`config.mk`:
```
export PLATFORM = sky130hd
export DESIGN_NAME = dec
export DESIGN_NICKNAME = d
export VERILOG_FILES = /design/src/rtl/dec_pkg.sv /design/src/rtl/dec_imm.sv /design/src/rtl/dec.sv
export SDC_FILE = /design/constraint.sdc
export NUM_CORES = 1
export LEC_CHECK = 0
export CAP_MARGIN = 20
export CORE_AREA = 4 4 148 150
export CTS_BUF_LIST = sky130_fd_sc_hd__clkbuf_4
export DETAILED_ROUTE_END_ITERATION = 10
export DIE_AREA = 0 0 152 154
export MAX_ROUTING_LAYER = met4
export PLACE_DENSITY = 0.72
export SLEW_MARGIN = 10
export SYNTH_ARGS = -nofsm -noshare
export SYNTH_HDL_FRONTEND = slang
export SYNTH_SLANG_ARGS = --single-unit
```
`constraint.sdc`:
```
create_clock -name i_clk -period 1.9 [get_ports i_clk]
set_input_delay 0.38 -clock i_clk [delete_from_list [all_inputs] [get_ports i_clk]]
set_output_delay 0.38 -clock i_clk [all_outputs]
set_load 0.01 [all_outputs]
```
`src/rtl/dec_pkg.sv`:
```
// Shared definitions for the RV32I decode stage: opcodes, ALU operation
// encoding, decoded-control bundle and run/halt state encoding.
package dec_pkg;

    localparam logic [6:0] OP_LUI    = 7'b0110111;
    localparam logic [6:0] OP_AUIPC  = 7'b0010111;
    localparam logic [6:0] OP_JAL    = 7'b1101111;
    localparam logic [6:0] OP_JALR   = 7'b1100111;
    localparam logic [6:0] OP_BRANCH = 7'b1100011;
    localparam logic [6:0] OP_LOAD   = 7'b0000011;
    localparam logic [6:0] OP_STORE  = 7'b0100011;
    localparam logic [6:0] OP_IMM    = 7'b0010011;
    localparam logic [6:0] OP_REG    = 7'b0110011;
    localparam logic [6:0] OP_SYSTEM = 7'b1110011;

    localparam logic [31:0] INST_ECALL  = 32'h0000_0073;
    localparam logic [31:0] INST_EBREAK = 32'h0010_0073;
    localparam logic [31:0] BUBBLE_INST = 32'h0000_0033;

    typedef enum logic [3:0] {
        ALU_ADD   = 4'd0,
        ALU_SUB   = 4'd1,
        ALU_SLL   = 4'd2,
        ALU_SLT   = 4'd3,
        ALU_SLTU  = 4'd4,
        ALU_XOR   = 4'd5,
        ALU_SRL   = 4'd6,
        ALU_SRA   = 4'd7,
        ALU_OR    = 4'd8,
        ALU_AND   = 4'd9,
        ALU_PASSB = 4'd10
    } alu_op_t;

    typedef enum logic [0:0] {
        ST_RUN    = 1'b0,
        ST_HALTED = 1'b1
    } state_t;

    typedef struct packed {
        logic    legal;
        logic    sys;
        logic    use_rs1;
        logic    use_rs2;
        alu_op_t alu_op;
        logic    alu_src;
        logic    branch;
        logic    jal;
        logic    jalr;
        logic    mem_rd;
        logic    mem_wr;
        logic    reg_wr;
    } ctrl_t;

    // funct3 to ALU op for OP-IMM / OP; alt is inst[30]
    function automatic alu_op_t alu_f3(input logic [2:0] f3, input logic alt, input logic is_reg);
        alu_op_t op;
        case (f3)
            3'b000:  op = (alt && is_reg) ? ALU_SUB : ALU_ADD;
            3'b001:  op = ALU_SLL;
            3'b010:  op = ALU_SLT;
            3'b011:  op = ALU_SLTU;
            3'b100:  op = ALU_XOR;
            3'b101:  op = alt ? ALU_SRA : ALU_SRL;
            3'b110:  op = ALU_OR;
            3'b111:  op = ALU_AND;
            default: op = ALU_ADD;
        endcase
        return op;
    endfunction

endpackage

```
`src/rtl/dec_imm.sv`:
```
// Combinational RV32I immediate generator: selects I/S/B/U/J format from the
// opcode and sign-extends from inst[31]; unknown opcodes yield zero.
module dec_imm
    import dec_pkg::*;
(
    input  logic [31:0] inst,
    output logic [31:0] imm
);

    // Format select by opcode
    always_comb begin
        case (inst[6:0])
            OP_JALR, OP_LOAD, OP_IMM, OP_SYSTEM:
                imm = {{20{inst[31]}}, inst[31:20]};
            OP_STORE:
                imm = {{20{inst[31]}}, inst[31:25], inst[11:7]};
            OP_BRANCH:
                imm = {{19{inst[31]}}, inst[31], inst[7], inst[30:25], inst[11:8], 1'b0};
            OP_LUI, OP_AUIPC:
                imm = {inst[31:12], 12'h000};
            OP_JAL:
                imm = {{11{inst[31]}}, inst[31], inst[19:12], inst[20], inst[30:21], 1'b0};
            default:
                imm = 32'h0000_0000;
        endcase
    end

endmodule

```
`src/rtl/dec.sv`:
```
// RV32I decode stage: control/immediate decode, regfile read, load-use hold
// and run/halt FSM feeding the ID/EX register. Optional macro
// DEC_WB_BYPASS_EN adds same-cycle writeback forwarding into o_rs1/o_rs2.
module dec
    import dec_pkg::*;
#(
    parameter logic [31:0] RESET_PC    = 32'h0000_0000,
    parameter logic [31:0] BUBBLE_INST = dec_pkg::BUBBLE_INST
) (
    input  logic        i_clk,
    input  logic        i_rst_n,
    input  logic [31:0] i_inst,
    input  logic [31:0] i_pc,
    input  logic [31:0] i_nxt_pc,
    input  logic        i_vld,
    input  logic        i_flush,
    output logic        o_hold,
    output logic [4:0]  o_rs1_raddr,
    output logic [4:0]  o_rs2_raddr,
    input  logic [31:0] i_rs1_rdata,
    input  logic [31:0] i_rs2_rdata,
`ifdef DEC_WB_BYPASS_EN
    input  logic        i_wb_en,
    input  logic [4:0]  i_wb_addr,
    input  logic [31:0] i_wb_data,
`endif
    output logic [31:0] o_rs1,
    output logic [31:0] o_rs2,
    output logic [31:0] o_imm,
    output logic [4:0]  o_rd,
    output logic [3:0]  o_alu_op,
    output logic        o_alu_src,
    output logic [2:0]  o_opsel,
    output logic        o_branch,
    output logic        o_jal,
    output logic        o_jalr,
    output logic        o_mem_rd,
    output logic        o_mem_wr,
    output logic        o_reg_wr,
    output logic [31:0] o_inst,
    output logic [31:0] o_pc,
    output logic [31:0] o_nxt_pc,
    output logic        o_vld,
    output logic        o_halt
);

    logic [6:0]  opcode_s;
    logic [2:0]  funct3_s;
    logic [4:0]  rs1_s;
    logic [4:0]  rs2_s;
    ctrl_t       ctrl_s;
    logic [31:0] imm_s;
    logic [31:0] rs1_val_s;
    logic [31:0] rs2_val_s;
    logic        load_hit_s;
    logic        hold_s;
    logic        bubble_s;
    state_t      state_r;
    state_t      state_nxt_s;

    assign opcode_s    = i_inst[6:0];
    assign funct3_s    = i_inst[14:12];
    assign rs1_s       = i_inst[19:15];
    assign rs2_s       = i_inst[24:20];
    assign o_rs1_raddr = rs1_s;
    assign o_rs2_raddr = rs2_s;

    dec_imm u_imm (
        .inst (i_inst),
        .imm  (imm_s)
    );

    // Opcode-level control decode; only ECALL/EBREAK are legal SYSTEM words
    always_comb begin
        ctrl_s        = '0;
        ctrl_s.alu_op = ALU_ADD;
        case (opcode_s)
            OP_LUI: begin
                ctrl_s.legal   = 1'b1;
                ctrl_s.alu_op  = ALU_PASSB;
                ctrl_s.alu_src = 1'b1;
                ctrl_s.reg_wr  = 1'b1;
            end
            OP_AUIPC: begin
                ctrl_s.legal   = 1'b1;
                ctrl_s.alu_src = 1'b1;
                ctrl_s.reg_wr  = 1'b1;
            end
            OP_JAL: begin
                ctrl_s.legal   = 1'b1;
                ctrl_s.alu_src = 1'b1;
                ctrl_s.jal     = 1'b1;
                ctrl_s.reg_wr  = 1'b1;
            end
            OP_JALR: begin
                ctrl_s.legal   = 1'b1;
                ctrl_s.use_rs1 = 1'b1;
                ctrl_s.alu_src = 1'b1;
                ctrl_s.jalr    = 1'b1;
                ctrl_s.reg_wr  = 1'b1;
            end
            OP_BRANCH: begin
                ctrl_s.legal   = 1'b1;
                ctrl_s.use_rs1 = 1'b1;
                ctrl_s.use_rs2 = 1'b1;
                ctrl_s.alu_op  = ALU_SUB;
                ctrl_s.branch  = 1'b1;
            end
            OP_LOAD: begin
                ctrl_s.legal   = 1'b1;
                ctrl_s.use_rs1 = 1'b1;
                ctrl_s.alu_src = 1'b1;
                ctrl_s.mem_rd  = 1'b1;
                ctrl_s.reg_wr  = 1'b1;
            end
            OP_STORE: begin
                ctrl_s.legal   = 1'b1;
                ctrl_s.use_rs1 = 1'b1;
                ctrl_s.use_rs2 = 1'b1;
                ctrl_s.alu_src = 1'b1;
                ctrl_s.mem_wr  = 1'b1;
            end
            OP_IMM: begin
                ctrl_s.legal   = 1'b1;
                ctrl_s.use_rs1 = 1'b1;
                ctrl_s.alu_op  = alu_f3(funct3_s, i_inst[30], 1'b0);
                ctrl_s.alu_src = 1'b1;
                ctrl_s.reg_wr  = 1'b1;
            end
            OP_REG: begin
                ctrl_s.legal   = 1'b1;
                ctrl_s.use_rs1 = 1'b1;
                ctrl_s.use_rs2 = 1'b1;
                ctrl_s.alu_op  = alu_f3(funct3_s, i_inst[30], 1'b1);
                ctrl_s.reg_wr  = 1'b1;
            end
            OP_SYSTEM: begin
                if ((i_inst == INST_ECALL) || (i_inst == INST_EBREAK)) begin
                    ctrl_s.legal = 1'b1;
                    ctrl_s.sys   = 1'b1;
                end else begin
                    ctrl_s.legal = 1'b0;
                end
            end
            default: ctrl_s.legal = 1'b0;
        endcase
    end

    // Load in ID/EX targets a register this instruction actually reads
    always_comb begin
        if (o_vld && o_mem_rd && (o_rd != 5'd0)) begin
            load_hit_s = (ctrl_s.use_rs1 && (o_rd == rs1_s)) ||
                         (ctrl_s.use_rs2 && (o_rd == rs2_s));
        end else begin
            load_hit_s = 1'b0;
        end
    end

    // Run/halt next state and hold request; flush masks both hold and halt
    always_comb begin
        state_nxt_s = state_r;
        hold_s      = 1'b0;
        case (state_r)
            ST_RUN: begin
                hold_s = i_vld && load_hit_s && !i_flush;
                if (i_vld && !i_flush && !hold_s && ctrl_s.sys) begin
                    state_nxt_s = ST_HALTED;
                end else begin
                    state_nxt_s = ST_RUN;
                end
            end
            ST_HALTED: begin
                hold_s      = 1'b1;
                state_nxt_s = ST_HALTED;
            end
            default: begin
                hold_s      = 1'b0;
                state_nxt_s = ST_RUN;
            end
        endcase
    end

    assign o_hold   = hold_s;
    assign bubble_s = !i_vld || i_flush || hold_s || !ctrl_s.legal;

`ifdef DEC_WB_BYPASS_EN
    // Same-cycle writeback forwarding ahead of the regfile read data
    always_comb begin
        if (i_wb_en && (i_wb_addr != 5'd0) && (i_wb_addr == rs1_s)) begin
            rs1_val_s = i_wb_data;
        end else begin
            rs1_val_s = i_rs1_rdata;
        end
        if (i_wb_en && (i_wb_addr != 5'd0) && (i_wb_addr == rs2_s)) begin
            rs2_val_s = i_wb_data;
        end else begin
            rs2_val_s = i_rs2_rdata;
        end
    end
`else
    assign rs1_val_s = i_rs1_rdata;
    assign rs2_val_s = i_rs2_rdata;
`endif

    // State register; o_halt trails the HALTED state by one cycle
    always_ff @(posedge i_clk or negedge i_rst_n) begin
        if (!i_rst_n) begin
            state_r <= ST_RUN;
            o_halt  <= 1'b0;
        end else begin
            state_r <= state_nxt_s;
            o_halt  <= (state_r == ST_HALTED);
        end
    end

    // ID/EX pipeline register
    always_ff @(posedge i_clk or negedge i_rst_n) begin
        if (!i_rst_n) begin
            o_rs1     <= 32'h0000_0000;
            o_rs2     <= 32'h0000_0000;
            o_imm     <= 32'h0000_0000;
            o_rd      <= 5'd0;
            o_alu_op  <= ALU_ADD;
            o_alu_src <= 1'b0;
            o_opsel   <= 3'd0;
            o_branch  <= 1'b0;
            o_jal     <= 1'b0;
            o_jalr    <= 1'b0;
            o_mem_rd  <= 1'b0;
            o_mem_wr  <= 1'b0;
            o_reg_wr  <= 1'b0;
            o_inst    <= BUBBLE_INST;
            o_pc      <= RESET_PC;
            o_nxt_pc  <= RESET_PC;
            o_vld     <= 1'b0;
        end else begin
            o_rs1     <= rs1_val_s;
            o_rs2     <= rs2_val_s;
            o_imm     <= imm_s;
            o_alu_op  <= ctrl_s.alu_op;
            o_alu_src <= ctrl_s.alu_src;
            o_opsel   <= funct3_s;
            o_pc      <= i_pc;
            o_nxt_pc  <= i_nxt_pc;
            if (bubble_s) begin
                o_rd     <= 5'd0;
                o_branch <= 1'b0;
                o_jal    <= 1'b0;
                o_jalr   <= 1'b0;
                o_mem_rd <= 1'b0;
                o_mem_wr <= 1'b0;
                o_reg_wr <= 1'b0;
                o_inst   <= BUBBLE_INST;
                o_vld    <= 1'b0;
            end else begin
                o_rd     <= ctrl_s.reg_wr ? i_inst[11:7] : 5'd0;
                o_branch <= ctrl_s.branch;
                o_jal    <= ctrl_s.jal;
                o_jalr   <= ctrl_s.jalr;
                o_mem_rd <= ctrl_s.mem_rd;
                o_mem_wr <= ctrl_s.mem_wr;
                o_reg_wr <= ctrl_s.reg_wr;
                o_inst   <= i_inst;
                o_vld    <= 1'b1;
            end
        end
    end

endmodule

```
==> results of run 1 <==
## synthesized netlist by cell type, types with 3 or more instances
cell	n
a21o_1	14
a21oi_1	7
a22o_1	5
and2_1	8
buf_2	3
buf_4	15
buf_6	3
clkbuf_1	10
dfrtp_1	210
dfstp_2	4
inv_1	10
nand2_1	14
nand3_1	5
nand4_1	3
nor2_1	9
nor3_1	7
nor4_1	26
nor4b_2	21
o21ai_0	13
or4_1	4
xnor2_1	5
xor2_1	6
## flip-flops by register name, summed over array words and instances (netlist names)
| register | flops |
|---|---|
| o_alu_op | 4 |
| o_alu_src | 1 |
| o_branch | 1 |
| o_halt | 1 |
| o_imm | 32 |
| o_inst | 32 |
| o_jal | 1 |
| o_jalr | 1 |
| o_mem_rd | 1 |
| o_mem_wr | 1 |
| o_nxt_pc | 32 |
| o_opsel | 3 |
| o_pc | 32 |
| o_rd | 5 |
| o_reg_wr | 1 |
| o_rs1 | 32 |
| o_rs2 | 32 |
| o_vld | 1 |
| state_r | 1 |
## metal layers
| metal | up-vias | track usage | share of wire |
|---|---|---|---|
| met5 | - | - | 0 |
| met4 | 0 | 0.0706 | 0.031 |
| met1 | 2795 | 0.266 | 0.38 |
| met2 | 284 | 0.384 | 0.52 |
| met3 | 56 | 0.0740 | 0.069 |
| li1 | 2496 | - | - |
## final cells by class
class | instances | area [um2] | area share
antenna | 1 | 2.50 | 0.000203
clock buffer | 77 | 578 | 0.0469
clock inverter | 15 | 60.1 | 0.00487
inverter | 10 | 37.5 | 0.00305
multi-input combinational | 175 | 1540 | 0.125
sequential | 214 | 5370 | 0.435
tap | 275 | 344 | 0.0279
timing repair buffer | 467 | 4400 | 0.357
## worst paths after layout
check | end | depth (start not counted) | slack (ns)
setup reg to reg | o_inst[4] | 7 | -0.35
hold reg to reg | o_halt | 1 | 0.94
min in group asynchronous | o_rs2[31] | 2 | 0.30
max in group asynchronous | o_rs1[28] | 3 | 0.98
setup / recovery | o_hold | 7 | -0.81
hold / removal | o_rs2[31] | 1 | 0.19
## worst reg2reg max path, cell delays in order (launching register included)
cell       delay [ns]
dfrtp_2          0.43
buf_6            0.13
or4_4            0.49
o2111ai_4        0.23
a21oi_4          0.04
buf_4            0.18
buf_16           0.17
or4_1            0.47
## report_power, final
part,switching (uW),internal (uW)
Sequential,37.7,4720
Combinational,485,584
Clock,1760,1860
Total,2280,7160
## cell families after synthesis
group                     count (synthesis)  share of synthesized area
and+or+nand+nor                         108                      0.116
buffers and inverters                    42                     0.0349
other                                     1                   0.000544
xor gates and xnor gates                 11                     0.0140
DFF                                     214                      0.778
AOI/OAI and AO/OA                        52                     0.0530
muxes                                     2                    0.00291
## through the flow
| step | total power, uW | utilization | cells |
|---|---|---|---|
| floorplan | 5070 | - | 431 |
| global placement | 6020 | 0.557 | 1130 |
| detailed placement | 6040 | 0.557 | 1130 |
| CTS | 9600 | 0.589 | 1231 |
| global route | 9920 | 0.596 | 1234 |
| finish | 9440 | 0.596 | 1234 |
## layout by cell type, fill, tap and decap left out, types with 13 or more instances in the layout
cell | synthesis | layout
dfrtp_1 | 210 | 205
nor4b_2 | 21 | 14
o21ai_0 | 13 | 13
clkdlybuf4s50_1 | 0 | 162
nand2_1 | 14 | 14
nor4_1 | 26 | 14
buf_4 | 15 | 63
dlygate4sd2_1 | 0 | 214
clkbuf_4 | 0 | 77
a21o_1 | 14 | 14
## repair_timing
item	4_1_cts	5_1_grt
gates resized for setup	260	29
gates cloned	3	0
buffers inserted	6	3
setup endpoints to repair	262	62
pin swaps	5	5
endpoints found under the hold margin	51	0
hold buffers	1	0
==> out/metrics.cfg, run 1 <==
[placement]
dpl-instance-area_um2 = 11500
finalWeightedCongestion = 0.871
dpl_worst_slack_ns = -0.896
io_buffers = 387
hpwl_mm = 19.9

[die]
num_io_pins = 388
die_w_um = 152
coreArea_um2 = 20700
rows = 53
initial_core_util = 0.333
die-area_um2 = 23400
die_h_um = 154

[clocking]
cts_tree = built
cts_sinks = 214
clk_pin_slew_ns = 0.07
cts_root_buf = clkbuf_4
htree_num_levels = 2
numCtsBuffers = 55
clk_latency_ns = 0.63
cts_buffer_depth = 3

[worst_setup_path]
cpMaxStageDelayCell = a2111o_1
r2r_start = o_rd[1]
worst-setup-path-type = register to primary output
critical_path.startpoint = o_rd[1]
worst-path-buf-inv = 2
worst_setup_path_start_kind = register
cpPeakStageDelay_ns = 0.45
endpoint_kind = primary output
crit_chain = buf_4 -> xnor2_1 -> nand4_1 -> a2111o_1 -> a21oi_4 -> or2_1 -> buf_2
cp.arrival_ns = 2.33
crit_family = compound AO/OA/AOI/OAI gates
cp_data_required_time_ns = 1.52
cp_max_fo = 2

[run_status]
failed_checks = setup timing
outcome = finished with violations

[timing]
fmax_mhz = 369
setup_ws_ns = -0.809
hold_viol = 0
slew_viol_final = 0
worstMarginPinSlew_ns = 0.820
max_slew_margin = 0.453
fin_crit_ns = 2.71
period_share = 1.43
rsz0062_at_grt = yes
setup_viol = 44
finalClockSkew_ns = 0.0357
final.setup.tns_ns = -10.40
fin_hold_ws_ns = 0.191

[yosys]
netlist_instances = 430
netlist_area_um2 = 6890
ys_ff_latch = 214
yosysTopAreaCell = dfrtp_1
synth-edff-count = 0
synthArstFlopShare = 1.00
synth_warnings = 0
yosysSeqAreaShare = 0.778
synth.top_cells.by_area = dfrtp_1, nor4b_2, nor4_1
syn-mean-instance-area_um2 = 16.0
yosys_most_used_dff = dfrtp_1
synth_cell_types = 43
synth.top_cell.area_share = 0.763

[pwr]
leakagePower_uw = 0.00609
max-vdd-ir-drop_mv = 0.298
power_density_nw_per_um2 = 766

[layout]
drive_above_1_share = 0.231
syn2layout_area_growth_pct = 79.0
nets = 1087
stdcell_area_um2 = 12300
nFillCells = 1706

[grt]
grt_pass1_vias = 5945
grt_max_degree = 57
globalRoute.totalOverflow = 0
antenna_found_initial = 1
grt_pass1_wl_mm = 39.3
grt_use_total = 0.230

[drt]
wirelength_mm = 26.7
wl_per_cell_um = 21.6
route.detailed.drc = 0
first_iter_violations = 220
vias = 5631
final_antenna_net_count = 0
firstDrtPassIters = 5
routed_via_density = 4.56

[flow_run]
cap_viol_max_count = 0

[worst_hold_path]
min-delay-start = i_rs2_rdata[31]
hold_path_class = input port to register

(Power assumes the default switching activity.)
==> run 2: changes to the inputs <==
--- a/config.mk
+++ b/config.mk
@@ -6,13 +6,16 @@
 export NUM_CORES = 1
 export LEC_CHECK = 0
 export CAP_MARGIN = 20
-export CORE_AREA = 4 4 148 150
+export CELL_PAD_IN_SITES_DETAIL_PLACEMENT = 0
+export CELL_PAD_IN_SITES_GLOBAL_PLACEMENT = 2
+export CORE_MARGIN = 4
+export CORE_UTILIZATION = 22
 export CTS_BUF_LIST = sky130_fd_sc_hd__clkbuf_4
 export DETAILED_ROUTE_END_ITERATION = 10
-export DIE_AREA = 0 0 152 154
 export MAX_ROUTING_LAYER = met4
-export PLACE_DENSITY = 0.72
+export PLACE_DENSITY = 0.75
 export SLEW_MARGIN = 10
 export SYNTH_ARGS = -nofsm -noshare
 export SYNTH_HDL_FRONTEND = slang
 export SYNTH_SLANG_ARGS = --single-unit
+export TNS_END_PERCENT = 1
==> run 2 against run 1 <==
  * The flow still finishes with violations (setup timing)
  * Combinational power about the same
  * Largest power group unchanged
  * Global-route usage down 6.5 points
  * Worst hold slack worse by 0.028 ns
  * Clock power up 10%
  * Sequential cell count unchanged
  * Utilization down 20 points
  * Non-clock buffer count down 5
  * Power up 4.0%
  * Critical endpoint unchanged
==> out/metrics.cfg, run 2 (synthesis gave the netlist of run 1 again) <==
[layout]
final_cell_mix = dlygate4sd2_1, dfrtp_1, clkdlybuf4s50_1, clkbuf_4, buf_4
seq_area_um2 = 5360  ; about the same
stdcell_area_um2 = 12200  ; -1.1%
finish.cell_count_without_fillers = 1361  ; +10%
final_common_cell = dlygate4sd2_1
syn2layout_area_growth_pct = 77.1
nFillCells = 3026  ; +77%
final_util = 0.397  ; -0.199
nets = 1085  ; -0.18%
drive_above_1_share = 0.217  ; -0.0137
multi_input_area_um2 = 1320  ; -14%

[pwr]
power_density_nw_per_um2 = 806  ; +5.2%
p_sw_frac = 0.242  ; +0.000327
p_seq_frac = 0.485  ; -0.019
clkPwrFrac = 0.406  ; +0.023
leakagePower_uw = 0.00601  ; -1.2%
p_switching_uw = 2380  ; +4.2%
max-vdd-ir-drop_mv = 0.294  ; -1.3%
combPwrFrac = 0.109  ; -0.004
p_int_uw = 7450  ; +4.0%

[timing]
fin_crit_ns = 2.82  ; +0.109 ns
rsz0062_at_grt = yes
period_share = 1.48  ; +0.0576
worstMarginPinSlew_ns = 0.643  ; -0.177 ns
max_slew_margin = 0.571  ; +0.118
setup_viol = 43  ; -2.3%
slew_viol_final = 0  ; unchanged
hold_viol = 0  ; unchanged
fin_hold_ws_ns = 0.164  ; -0.0279 ns
fmax_mhz = 355  ; -3.9%
finalClockSkew_ns = 0.0380  ; +0.00228 ns
setup_ws_ns = -0.919  ; -0.109 ns

[drt]
first_iter_violations = 216  ; -1.8%
final_antenna_net_count = 0  ; unchanged
vias = 5537  ; -1.7%
routed_via_density = 4.07  ; -11%
firstDrtPassIters = 4  ; -1
route.detailed.drc = 0  ; unchanged
wirelength_mm = 28.7  ; +7.6%
wl_per_cell_um = 21.1  ; -2.5%

[placement]
dpl-instance-area_um2 = 11700  ; +1.5%
io_buffers = 387  ; unchanged
finalWeightedCongestion = 0.813  ; -6.7%
dpl_worst_slack_ns = -1.07  ; -0.171 ns
place_inst = 1256  ; +11%
hpwl_mm = 22.2  ; +11%

[clocking]
numCtsBuffers = 58  ; +5.5%
post_cts_buffers = 0  ; -6
clk_pin_slew_ns = 0.07  ; about the same
cts_tree = built
htree_num_levels = 2  ; unchanged
cts_sinks = 214  ; unchanged
clk_latency_ns = 0.65  ; +0.02 ns
cts_root_buf = clkbuf_4
cts_buffer_depth = 3  ; unchanged

[grt]
grt_pass1_vias = 6016  ; +1.2%
globalRoute.totalOverflow = 0  ; unchanged
grt_max_degree = 59  ; +3.5%
antenna_found_initial = 2  ; +1
grt_use_total = 0.165  ; -0.0649
grt_pass1_wl_mm = 40.5  ; +3.2%

[worst_setup_path]
cp_data_required_time_ns = 1.52  ; about the same
cp.arrival_ns = 2.44  ; +0.11 ns
worst_setup_path_start_kind = register
endpoint_kind = primary output
cp_max_fo = 2  ; unchanged
worst-setup-path-type = register to primary output

[die]
num_io_pins = 388  ; unchanged
die_w_um = 185  ; +22%
coreArea_um2 = 30700  ; +49%
die_h_um = 185  ; +20%
rows = 64  ; +21%
initial_core_util = 0.224  ; -0.109
die-area_um2 = 34200  ; +46%

[worst_hold_path]
hold_path_class = input port to register

[run_status]
failed_checks = setup timing
outcome = finished with violations

[flow_run]
cap_viol_max_count = 0  ; unchanged

-- run 2: changes by cell type in the layout (fill, tap and decap cells not counted), sizes merged --
cell           before  now
buf                83   80
clkinvlp            0    1
bufbuf              1    0
diode               1    2
clkinv             14   10
clkbuf             78   90
dlymetal6s2s        4    0
clkdlybuf4s15       1    4
dlygate4sd2       214  215
-- run 2: critical path, cell delays in order (launching register included) --
cell	delay, ns
dfrtp_1	0.43
buf_6	0.15
or4_4	0.54
o2111ai_4	0.24
a21oi_4	0.05
or2_1	0.23
buf_2	0.15
-- run 2: layout make-up --
| class | count | share of cell area |
|---|---|---|
| diodes | 2 | 0.000410 |
| clock buffers | 90 | 0.0554 |
| clock inverters | 12 | 0.00451 |
| inverters | 10 | 0.00308 |
| multi-input cells | 175 | 0.108 |
| flip-flops and latches | 214 | 0.440 |
| well taps | 396 | 0.0406 |
| repair buffers | 462 | 0.348 |
-- run 2: worst paths after layout --
check / start / to / slack (ns) / cells after the start
max: o_rd[1] / o_hold / -0.92 / 6
min: i_nxt_pc[22] / o_nxt_pc[22] / 0.16 / 1
max reg2reg: o_rd[1] / o_inst[5] / -0.49 / 6
min reg2reg: state_r / o_halt / 0.87 / 1
max in group asynchronous: i_rst_n / o_inst[4] / 0.97 / 3
min in group asynchronous: i_rst_n / o_rs1[16] / 0.29 / 2
-- run 2: timing repair --
item,in CTS,in global routing
pin swaps,1,1
hold buffers,1,0
endpoints found under the hold margin,63,0
setup endpoints to repair,266,48
resized for setup,249,3
-- run 2: power by group through the flow --
stage | clock [uW] | combinational, uW | sequential (uW)
after floorplan | 0 | 126 | 4940
after global placement | 0 | 1210 | 4860
after detailed placement | 0 | 1210 | 4850
after CTS | 4190 | 1100 | 4770
after global routing | 4450 | 1150 | 4780
final | 3990 | 1070 | 4760
-- run 2: metal layers --
| layer | vias to the layer above | global-route usage | wire, um |
|---|---|---|---|
| met5 | - | - | 0 |
| met4 | 0 | 0.0417 | 571 |
| met3 | 36 | 0.0548 | 2380 |
| met2 | 275 | 0.276 | 14400 |
| met1 | 2724 | 0.191 | 11300 |
| li1 | 2502 | - | - |
-- run 2: stage by stage --
stage | TNS [ns] | power (uW)
4_1_cts | -19.55 | 10100
2_1_floorplan | -0.125 | 5070
5_1_grt | -21.96 | 10400
3_5_place_dp | -50.44 | 6070
3_3_place_gp | -49.44 | 6070
6_report | -16.16 | 9830
==> run 3: changes to the inputs <==
--- a/config.mk
+++ b/config.mk
@@ -5,10 +5,11 @@
 export SDC_FILE = /design/constraint.sdc
 export NUM_CORES = 1
 export LEC_CHECK = 0
+export ABC_CLOCK_PERIOD_IN_PS = 1900
 export CAP_MARGIN = 20
 export CELL_PAD_IN_SITES_DETAIL_PLACEMENT = 0
 export CELL_PAD_IN_SITES_GLOBAL_PLACEMENT = 2
-export CORE_MARGIN = 4
+export CORE_MARGIN = 2
 export CORE_UTILIZATION = 22
 export CTS_BUF_LIST = sky130_fd_sc_hd__clkbuf_4
 export DETAILED_ROUTE_END_ITERATION = 10
==> run 3 against run 2 <==
  * The run still ends with setup timing left
  * Clock skew down 0.023 ns
  * Via count unchanged
  * Critical path type unchanged
  * Clock power about the same
  * Register-to-register slack better by 0.11 ns
  * Fmax up 1.3%
  * Power about the same
  * Final cell count up 0.59%
  * Utilization about the same
==> out/metrics.cfg, run 3 (synthesis gave the netlist of run 1 again) <==
[die]
die_w_um = 181  ; -2.2%
num_io_pins = 388  ; unchanged
coreArea_um2 = 30700  ; unchanged
rows = 64  ; unchanged
initial_core_util = 0.224  ; unchanged
die_h_um = 181  ; -2.2%
die-area_um2 = 32700  ; -4.3%

[clocking]
numCtsBuffers = 57  ; -1.7%
cts_tree = built
clk_latency_ns = 0.68  ; +0.03 ns
cts_buffer_depth = 3  ; unchanged
cts_root_buf = clkbuf_4
htree_num_levels = 2  ; unchanged
cts_sinks = 214  ; unchanged
clk_pin_slew_ns = 0.06  ; about the same

[drt]
final_antenna_net_count = 0  ; unchanged
routed-wl-met3_mm = 2.27  ; -4.8%
top_layer = met4
wl_met1_mm = 10.9  ; -4.3%
firstDrtPassIters = 5  ; +1
route.detailed.drc = 0  ; unchanged
wirelength_mm = 27.9  ; -2.8%
first_iter_violations = 329  ; +52%
wl_met2_mm = 14.2  ; -1.7%
routed_via_density = 4.04  ; -0.58%
vias = 5537  ; unchanged
wl_per_cell_um = 20.4  ; -3.3%

[worst_setup_path]
worst-path-buf-inv = 2  ; unchanged
worst-setup-path-type = register to primary output
worst_setup_path_start_kind = register
r2r_setup_slack_ns = -0.38  ; +0.11 ns
cpMaxStageDelayCell = or4_4
cp_max_fo = 2  ; unchanged
cpPeakStageDelay_ns = 0.53  ; about the same
crit_family = simple AND/OR/NAND/NOR gates
crit_chain = buf_6 -> or4_4 -> o2111ai_4 -> a21oi_4 -> or2_1 -> buf_2
cp.arrival_ns = 2.40  ; -0.04 ns
r2r_start = o_rd[1]
timing.rr.end = o_inst[5]
worstRegToRegCells = 6  ; unchanged
endpoint_kind = primary output
critical_path.startpoint = o_rd[1]
cp_data_required_time_ns = 1.52  ; about the same

[grt]
grt_pass1_vias = 5978  ; -0.63%
grt_use_total = 0.176  ; +0.0113
grt_max_degree = 65  ; +10%
globalRoute.totalOverflow = 0  ; unchanged
antenna_found_initial = 4  ; +2
grt_pass1_wl_mm = 41.0  ; +1.1%

[worst_hold_path]
hold_path_class = input port to register
min_to = o_rs1[19]
hold_depth = 1  ; unchanged
min-delay-start = i_rs1_rdata[19]

[layout]
final_common_cell = dlygate4sd2_1
drive_above_1_share = 0.225  ; +0.00794
final_cell_mix = dlygate4sd2_1, dfrtp_1, clkdlybuf4s50_1, clkbuf_4, buf_4
syn2layout_area_growth_pct = 77.0  ; about the same
nets = 1088  ; +0.28%
finish.cell_count_without_fillers = 1369  ; +0.59%
stdcell_area_um2 = 12200  ; about the same
final_util = 0.397  ; about the same

[placement]
dpl-instance-area_um2 = 11700  ; about the same
hpwl_mm = 21.4  ; -3.5%
place_inst = 1257  ; +0.080%
finalWeightedCongestion = 0.865  ; +6.3%
io_buffers = 387  ; unchanged

[pwr]
leakagePower_uw = 0.00603  ; +0.31%
max-vdd-ir-drop_mv = 0.290  ; -1.5%
power_density_nw_per_um2 = 805  ; about the same

[timing]
slew_viol_final = 0  ; unchanged
fin_crit_ns = 2.78  ; -0.0369 ns
fin_hold_ws_ns = 0.137  ; -0.0264 ns
hold_viol = 0  ; unchanged
max_slew_margin = 0.588  ; +0.0170
setup_viol = 43  ; unchanged
finalClockSkew_ns = 0.0147  ; -0.0232 ns
worstMarginPinSlew_ns = 0.617  ; -0.0256 ns
period_share = 1.46  ; -0.0194
setup_ws_ns = -0.882  ; +0.0369 ns
rsz0062_at_grt = yes
final.setup.tns_ns = -12.85  ; +3.31 ns
fmax_mhz = 359  ; +1.3%

[run_status]
outcome = finished with violations
failed_checks = setup timing

[flow_run]
cap_viol_max_count = 0  ; unchanged

## run 3: cell count changes in the layout (fill, tap and decap cells not counted), sizes merged
cell           previous run  this run
dlygate4sd2             215       213
diode                     2         4
buf                      80        89
clkinvlp                  1         0
clkdlybuf4s15             4         1
clkinv                   10        15
clkbuf                   90        88
## run 3: timing repair
action / 4_1_cts / 5_1_grt
setup buffers: 3 / 0
pin swaps: 4 / 2
hold endpoints to repair: 66 / 0
endpoints found under the setup margin: 266 / 45
hold buffers: 1 / 0
gates resized for setup: 262 / 3
## run 3: metal layers
metal,up-vias,track usage
li1,2510,-
met1,2726,0.197
met2,260,0.296
met3,41,0.0607
met4,0,0.0553
met5,-,-
## run 3: power by group
group          total, uW  internal (uW)  switching, uW
registers           4760           4720           41.2
clock network       3990           2100           1890
logic               1070            583            485
total               9820           7400           2420
## run 3: metrics by stage
step / power [uW] / setup WS (ns)
4_1_cts: 10100 / -0.975
3_5_place_dp: 6060 / -1.04
5_1_grt: 10400 / -0.994
6_report: 9820 / -0.882
2_1_floorplan: 5070 / -0.125
3_3_place_gp: 6050 / -1.07
## run 3: final cells by class
cell class	count	area, um2
multi-input cells	175	1340
clock inverters	16	63.8
clock buffers	88	661
diodes	4	10.0
flip-flops and latches	214	5360
repair buffers	466	4230
well taps	396	495
fillers	3013	18600
inverters	10	37.5
## run 3: worst reg2reg max path, cell delays in order (launching register included)
cell       delay [ns]
dfrtp_1          0.38
buf_6            0.13
or4_4            0.54
o2111ai_4        0.23
a21oi_4          0.05
buf_4            0.31
or4_1            0.56
## run 3: worst max-delay path by stage
stage	cells after the start	endpoint	slack (ns)
2_1_floorplan	5	o_hold	-0.12
3_3_place_gp	7	o_hold	-1.07
3_5_place_dp	7	o_hold	-1.04
4_1_cts	6	o_hold	-0.98
5_1_grt	6	o_hold	-0.99
6_report	6	o_hold	-0.88
